--- src/rtl/quad_node_expander_if.sv ---
// Request/descriptor bundle between a fan-out source, quad_node_expander and the injector.
// Latency: none (wires only); timing is owned by the modules on either side.
// Backpressure: valid/ready on both the request side and the descriptor side.
//
// Ports (slave = expander side):
//   req_valid/req_ready/req_quad/req_src/req_payload : incoming fan-out request
//   out_valid/out_ready/out_dst/out_payload/out_last : outgoing unicast descriptors
//   empty_pulse                                      : request resolved to no destinations
interface quad_node_expander_if #(
    parameter int PAYLOAD_W = 32
);
    logic                 req_valid;
    logic                 req_ready;
    logic [1:0]           req_quad;
    logic [4:0]           req_src;
    logic [PAYLOAD_W-1:0] req_payload;

    logic                 out_valid;
    logic                 out_ready;
    logic [4:0]           out_dst;
    logic [PAYLOAD_W-1:0] out_payload;
    logic                 out_last;
    logic                 empty_pulse;

    // Traffic source / injector side.
    modport master (
        output req_valid, req_quad, req_src, req_payload, out_ready,
        input  req_ready, out_valid, out_dst, out_payload, out_last, empty_pulse
    );

    // Expander side.
    modport slave (
        input  req_valid, req_quad, req_src, req_payload, out_ready,
        output req_ready, out_valid, out_dst, out_payload, out_last, empty_pulse
    );
endinterface

--- src/rtl/quad_node_expander.sv ---
// Expands one quadrant request into one unicast descriptor per member node, ascending id order.
// Latency: first descriptor in the cycle after accept, then one per cycle while out_ready is high.
// Backpressure: descriptors hold while out_ready is low; no request accepted until the fan-out ends.
//
// Ports:
//   clk, rst : clock, synchronous active-high reset
//   bus      : quad_node_expander_if.slave (request in, descriptors out, empty_pulse)
module quad_node_expander #(
    parameter int NUM_NODES = 20,
    parameter int PAYLOAD_W = 32
) (
    input  logic                  clk,
    input  logic                  rst,
    quad_node_expander_if.slave   bus
);

    // Fixed quadrant membership, one bit per node id.
    localparam logic [31:0] Q1_MASK = 32'h0003_3300; // 8,9,12,13,16,17
    localparam logic [31:0] Q2_MASK = 32'h0000_0033; // 0,1,4,5
    localparam logic [31:0] Q3_MASK = 32'hFFF0_00CC; // 2,3,6,7,20..31
    localparam logic [31:0] Q4_MASK = 32'h000C_CC00; // 10,11,14,15,18,19

    typedef enum logic {
        IDLE,
        BUSY
    } state_t;

    state_t               state;
    logic [31:0]          rem_mask;
    logic [PAYLOAD_W-1:0] payload_q;

    logic [31:0] range_mask;
    logic [31:0] quad_mask;
    logic [31:0] member_mask;
    logic [31:0] rem_next;

    function automatic logic [4:0] lowest_idx(input logic [31:0] m);
        logic [4:0] idx;
        idx = '0;
        for (int i = 31; i >= 0; i--) begin
            if (m[i]) begin
                idx = 5'(i);
            end
        end
        return idx;
    endfunction

    function automatic logic single_bit(input logic [31:0] m);
        return (m != '0) && ((m & (m - 32'd1)) == '0);
    endfunction

    always_comb begin
        range_mask = '0;
        for (int i = 0; i < 32; i++) begin
            range_mask[i] = (i < NUM_NODES);
        end
    end

    always_comb begin
        quad_mask = '0;
        case (bus.req_quad)
            2'b00:   quad_mask = Q1_MASK;
            2'b01:   quad_mask = Q2_MASK;
            2'b10:   quad_mask = Q3_MASK;
            default: quad_mask = Q4_MASK;
        endcase
    end

    // A source outside the quadrant or out of range simply clears a bit that is already zero.
    assign member_mask = quad_mask & range_mask & ~(32'd1 << bus.req_src);

    // Remaining set after the current (lowest) destination is consumed.
    assign rem_next = rem_mask & (rem_mask - 32'd1);

    assign bus.out_payload = payload_q;

    // Descriptor outputs are precomputed from the next mask so they are all registered.
    always_ff @(posedge clk) begin
        if (rst) begin
            state           <= IDLE;
            rem_mask        <= '0;
            payload_q       <= '0;
            bus.empty_pulse <= 1'b0;
            bus.out_valid   <= 1'b0;
            bus.out_last    <= 1'b0;
            bus.out_dst     <= '0;
            bus.req_ready   <= 1'b1;
        end else begin
            bus.empty_pulse <= 1'b0;
            case (state)
                IDLE: begin
                    if (bus.req_valid && bus.req_ready) begin
                        payload_q <= bus.req_payload;
                        rem_mask  <= member_mask;
                        if (member_mask != '0) begin
                            state         <= BUSY;
                            bus.req_ready <= 1'b0;
                            bus.out_valid <= 1'b1;
                            bus.out_dst   <= lowest_idx(member_mask);
                            bus.out_last  <= single_bit(member_mask);
                        end else begin
                            bus.empty_pulse <= 1'b1;
                        end
                    end
                end
                BUSY: begin
                    if (bus.out_ready) begin
                        rem_mask <= rem_next;
                        if (bus.out_last) begin
                            // req_ready rises only after this edge: one bubble between requests.
                            state         <= IDLE;
                            bus.out_valid <= 1'b0;
                            bus.out_last  <= 1'b0;
                            bus.req_ready <= 1'b1;
                        end else begin
                            bus.out_dst  <= lowest_idx(rem_next);
                            bus.out_last <= single_bit(rem_next);
                        end
                    end
                end
                default: begin
                    state <= IDLE;
                end
            endcase
        end
    end

endmodule
--- src/flat_wrapper.sv ---
// flat-port wrapper written by rule: the top's interface ports become plain ports
module quad_node_expander_flat 
#(
    parameter int NUM_NODES = 20,
    parameter int PAYLOAD_W = 32
)
  (clk, rst, bus_req_valid, bus_req_quad, bus_req_src, bus_req_payload, bus_out_ready, bus_req_ready, bus_out_valid, bus_out_dst, bus_out_payload, bus_out_last, bus_empty_pulse);
  quad_node_expander_if #(.PAYLOAD_W(PAYLOAD_W)) bus_i ();
  input  logic clk;
  input  logic rst;
  input wire logic [$bits(bus_i.req_valid)-1:0] bus_req_valid;
  input wire logic [$bits(bus_i.req_quad)-1:0] bus_req_quad;
  input wire logic [$bits(bus_i.req_src)-1:0] bus_req_src;
  input wire logic [$bits(bus_i.req_payload)-1:0] bus_req_payload;
  input wire logic [$bits(bus_i.out_ready)-1:0] bus_out_ready;
  output wire logic [$bits(bus_i.req_ready)-1:0] bus_req_ready;
  output wire logic [$bits(bus_i.out_valid)-1:0] bus_out_valid;
  output wire logic [$bits(bus_i.out_dst)-1:0] bus_out_dst;
  output wire logic [$bits(bus_i.out_payload)-1:0] bus_out_payload;
  output wire logic [$bits(bus_i.out_last)-1:0] bus_out_last;
  output wire logic [$bits(bus_i.empty_pulse)-1:0] bus_empty_pulse;
  assign bus_i.req_valid = bus_req_valid;
  assign bus_i.req_quad = bus_req_quad;
  assign bus_i.req_src = bus_req_src;
  assign bus_i.req_payload = bus_req_payload;
  assign bus_i.out_ready = bus_out_ready;
  assign bus_req_ready = bus_i.req_ready;
  assign bus_out_valid = bus_i.out_valid;
  assign bus_out_dst = bus_i.out_dst;
  assign bus_out_payload = bus_i.out_payload;
  assign bus_out_last = bus_i.out_last;
  assign bus_empty_pulse = bus_i.empty_pulse;
  quad_node_expander #(.NUM_NODES(NUM_NODES), .PAYLOAD_W(PAYLOAD_W)) u_core (.clk(clk), .rst(rst), .bus(bus_i));
endmodule
--- config.mk ---
export PLATFORM = sky130hd
export DESIGN_NAME = quad_node_expander_flat
export DESIGN_NICKNAME = d
export VERILOG_FILES = /design/src/rtl/quad_node_expander_if.sv /design/src/rtl/quad_node_expander.sv /design/src/flat_wrapper.sv
export SDC_FILE = /design/constraint.sdc
export NUM_CORES = 1
export LEC_CHECK = 0
export BUFFER_PORTS_ARGS = -buffer_cell sky130_fd_sc_hd__buf_2
export CORE_UTILIZATION = 40
export CTS_CLUSTER_DIAMETER = 50
export DETAILED_ROUTE_END_ITERATION = 8
export HOLD_SLACK_MARGIN = 0.12
export SLEW_MARGIN = 40
export SYNTH_ARGS = -nofsm -noshare
export SYNTH_HDL_FRONTEND = slang
export SYNTH_SLANG_ARGS = --single-unit
--- constraint.sdc ---
create_clock -name clk -period 3.19 [get_ports clk]
set_clock_uncertainty 0.05 [all_clocks]
set_input_delay 0.7975 -clock clk [delete_from_list [all_inputs] [get_ports clk]]
set_output_delay 0.7975 -clock clk [all_outputs]
set_load 0.005 [all_outputs]
==> out/results.ini <==
[clock_tree]
htree_levels = 3
cts_buffers = 9
cts.sinks = 74
clk_latency_ns = 0.35
cts_tree = yes
cts_root_buf = clkbuf_16
path_clk_slew_ns = 0.06
max-clock-path-buffers = 2

[drt]
via_count = 5245
drtIter0Drc = 357
wire_per_inst_um = 16.7
drt_first_pass_iters = 5
remaining_drc_errors = 0
viasPerCell = 5.80
ant_nets = 0
totalWireLength_mm = 15.1

[min_path]
hp-class = reg -> reg

[cells_and_area]
fin_nets = 800
multi_input_area_um2 = 3030
fin_util = 0.507
final_cell_area_um2 = 5840
area_growth_pct = 22.7
final_common_cell = nand2_1
antennaDiodeCount = 0
n_fill_cell = 1169
ff_latch_area_um2 = 1480
final_cell_mix = 129 x nand2_1, 85 x a21oi_1, 83 x buf_2, 73 x dfxtp_1, 51 x buf_4
drive_above_1_share = 0.243

[grt]
grtUsageTotal = 0.244
grt_pass1_wl_mm = 24.1
grt-ovfl-total = 0
grt_pass1_vias = 4873
grt_max_degree = 74
antenna_found_initial = 0

[floorplan]
start_util = 0.413
fp.dieW_um = 111
rows = 39
die-area_um2 = 12300
chipHeight_um = 111
num_io_pins = 84
core_region_area_um2 = 11500

[power_and_ir_drop]
report.power.total_mw = 2.89
vdd_drop_max_uv = 365
p_leak_nw = 2.37
p_per_area_nw_per_um2 = 495

[setup_path]
startpoint = u_core.rem_mask[8]
crit_path_start_kind = flip-flop
reg2reg_from = u_core.rem_mask[8]
max_stage_delay_ns = 0.57
crit_fanout = 5
crit_required_ns = 3.39
crit_path_end_kind = flip-flop
worstPathCellList = or4_4 > or3_4 > buf_4 > or3_1 > or2_4 > maj3_2 > o211ai_1 > nand4_1 > o31ai_1
regToRegEndpoint = u_core.bus.out_last
cp_slowest_cell = or4_4
cp.arrival_ns = 3.31
r2r_setup_slack_ns = 0.08
criticalPathCategory = reg -> reg
critPathCapture = u_core.bus.out_last
rr_worst_depth = 9

[timing]
fin_setup_tns_ns = 0
period_minus_slack_ns = 3.11
fin_ws_ns = 0.0808
timing.final.crit_share = 0.975
relSlewSlack = 0.467
drv_slew = 0
finalHoldViolations = 0
fmax_mhz = 322
rsz0062_at_grt = yes
setup_viol = 0
worst_pin_slew_ns = 0.799

[place]
pre_cts_slack_ns = 0.0185
hpwl_mm = 10.6
gp_congestion = 0.882
io_buffers = 83
post_dp_cell_area_um2 = 5430

[synthesis]
synth_edf_count = 0
ys_types = 70
seq_area_frac_synth = 0.311
syn_nets = 716
async_reset_ff_frac = 0
netlist_area_um2 = 4760
avgSynthCellArea_um2 = 7.07
ys_ff_latch = 74
synthCells = 673
yosys_warnings = 0
synth-main-ff-cell = dfxtp_1

[job]
cap_violations = 0

[outcome]
outcome = finished, final reports clean

==> power by group <==
group / switching (mW) / total [mW] / leakage, nW / internal, mW
logic: 0.503 / 0.863 / 1.64 / 0.360
registers: 0.0325 / 1.01 / 0.604 / 0.974
clock network: 0.419 / 1.02 / 0.134 / 0.602
total: 0.954 / 2.89 / 2.37 / 1.94
==> what timing repair did <==
item	CTS	global route
gates cloned	0	1
hold buffers	0	0
setup endpoints to repair	1	4
resized for setup	1	15
pin swaps	0	9
buffers inserted	0	7
==> critical path, delay by kind of cell (launching register included) <==
kind | cells | cell delay, ns
simple gates | 5 | 1.82
compound gates | 2 | 0.37
flops | 1 | 0.32
fa+ha+maj | 1 | 0.32
buf+inv | 1 | 0.15
==> state kept, by name, indices dropped and copies added, names as in the netlist <==
| signal | count |
|---|---|
| u_core.bus.out_dst | 5 |
| u_core.bus.out_valid | 1 |
| u_core.state | 1 |
| u_core.bus.out_payload | 32 |
| u_core.rem_mask | 32 |
| u_core.bus.empty_pulse | 1 |
| u_core.bus.out_last | 1 |
| u_core.bus.req_ready | 1 |
==> logic make-up after synthesis <==
group                    Yosys count  share of synthesized area
AO/OA/AOI/OAI                    210                      0.279
XOR/XNOR                           4                    0.00736
adder cells (fa/ha/maj)           12                     0.0258
buffers and inverters             73                     0.0641
flip-flops                        74                      0.311
multiplexers                       4                    0.00841
other                              1                   0.000788
AND/OR/NAND/NOR                  295                      0.303
==> synthesized netlist by cell type (4+ instances only) <==
cell      count  area share
a211oi_1      6      0.0095
a21boi_0      5      0.0079
a21o_1        4      0.0063
a21oi_1      85       0.089
a22oi_1       5      0.0079
a31oi_1       7      0.0092
buf_2         4      0.0042
clkbuf_1     53       0.042
dfxtp_1      74        0.31
inv_1         9      0.0071
maj3_1       10       0.021
mux2i_1       4      0.0084
nand2_1     129        0.10
nand2b_1     12       0.016
nand3_1      15       0.016
nand4_1       5      0.0066
nor2_1       42       0.033
nor2b_1       9       0.012
nor3_1       24       0.025
nor3b_1       9       0.014
nor4_1        7      0.0092
o211ai_1      7       0.011
o21a_1        4      0.0063
o21ai_0      43       0.045
o22ai_1       4      0.0053
o31ai_1       6      0.0095
or2_2         6      0.0079
or3_1         5      0.0066
or4_1         8       0.013
==> worst min path at each step <==
stage	to	slack, ns	from	depth (start not counted)
floorplan	u_core.bus.out_dst[4]	0.40	u_core.bus.out_dst[4]	2
global placement	u_core.bus.out_payload[3]	0.39	u_core.bus.out_payload[3]	2
detailed placement	u_core.bus.out_payload[26]	0.40	u_core.bus.out_payload[26]	2
CTS	u_core.bus.out_payload[31]	0.40	u_core.bus.out_payload[31]	2
global route	u_core.bus.out_payload[31]	0.42	u_core.bus.out_payload[31]	2
finish	u_core.bus.out_dst[4]	0.40	u_core.bus.out_dst[4]	2
==> layout make-up <==
cell class              instances  area share
multi-input cells             527       0.519
flip-flops and latches         74       0.254
repair buffers                136       0.141
clock buffers                   9      0.0386
well taps                     143      0.0306
clock inverters                 6      0.0114
inverters                       9     0.00578
==> routing by layer <==
| layer | part of all wire | wire length, um | global-route usage |
|---|---|---|---|
| met4 | 0.021 | 320 | 0.103 |
| met5 | 0 | 0 | 0 |
| met3 | 0.064 | 965 | 0.0459 |
| met2 | 0.47 | 7070 | 0.406 |
| met1 | 0.45 | 6760 | 0.308 |
==> per-stage QoR <==
stage               hold WS, ns  cells
CTS                       0.405    896
detailed placement        0.395    881
global route              0.419    904
global placement          0.390    881
floorplan                 0.398    673
finish                    0.401    904
Note: power is estimated with default switching activity, not from simulation.
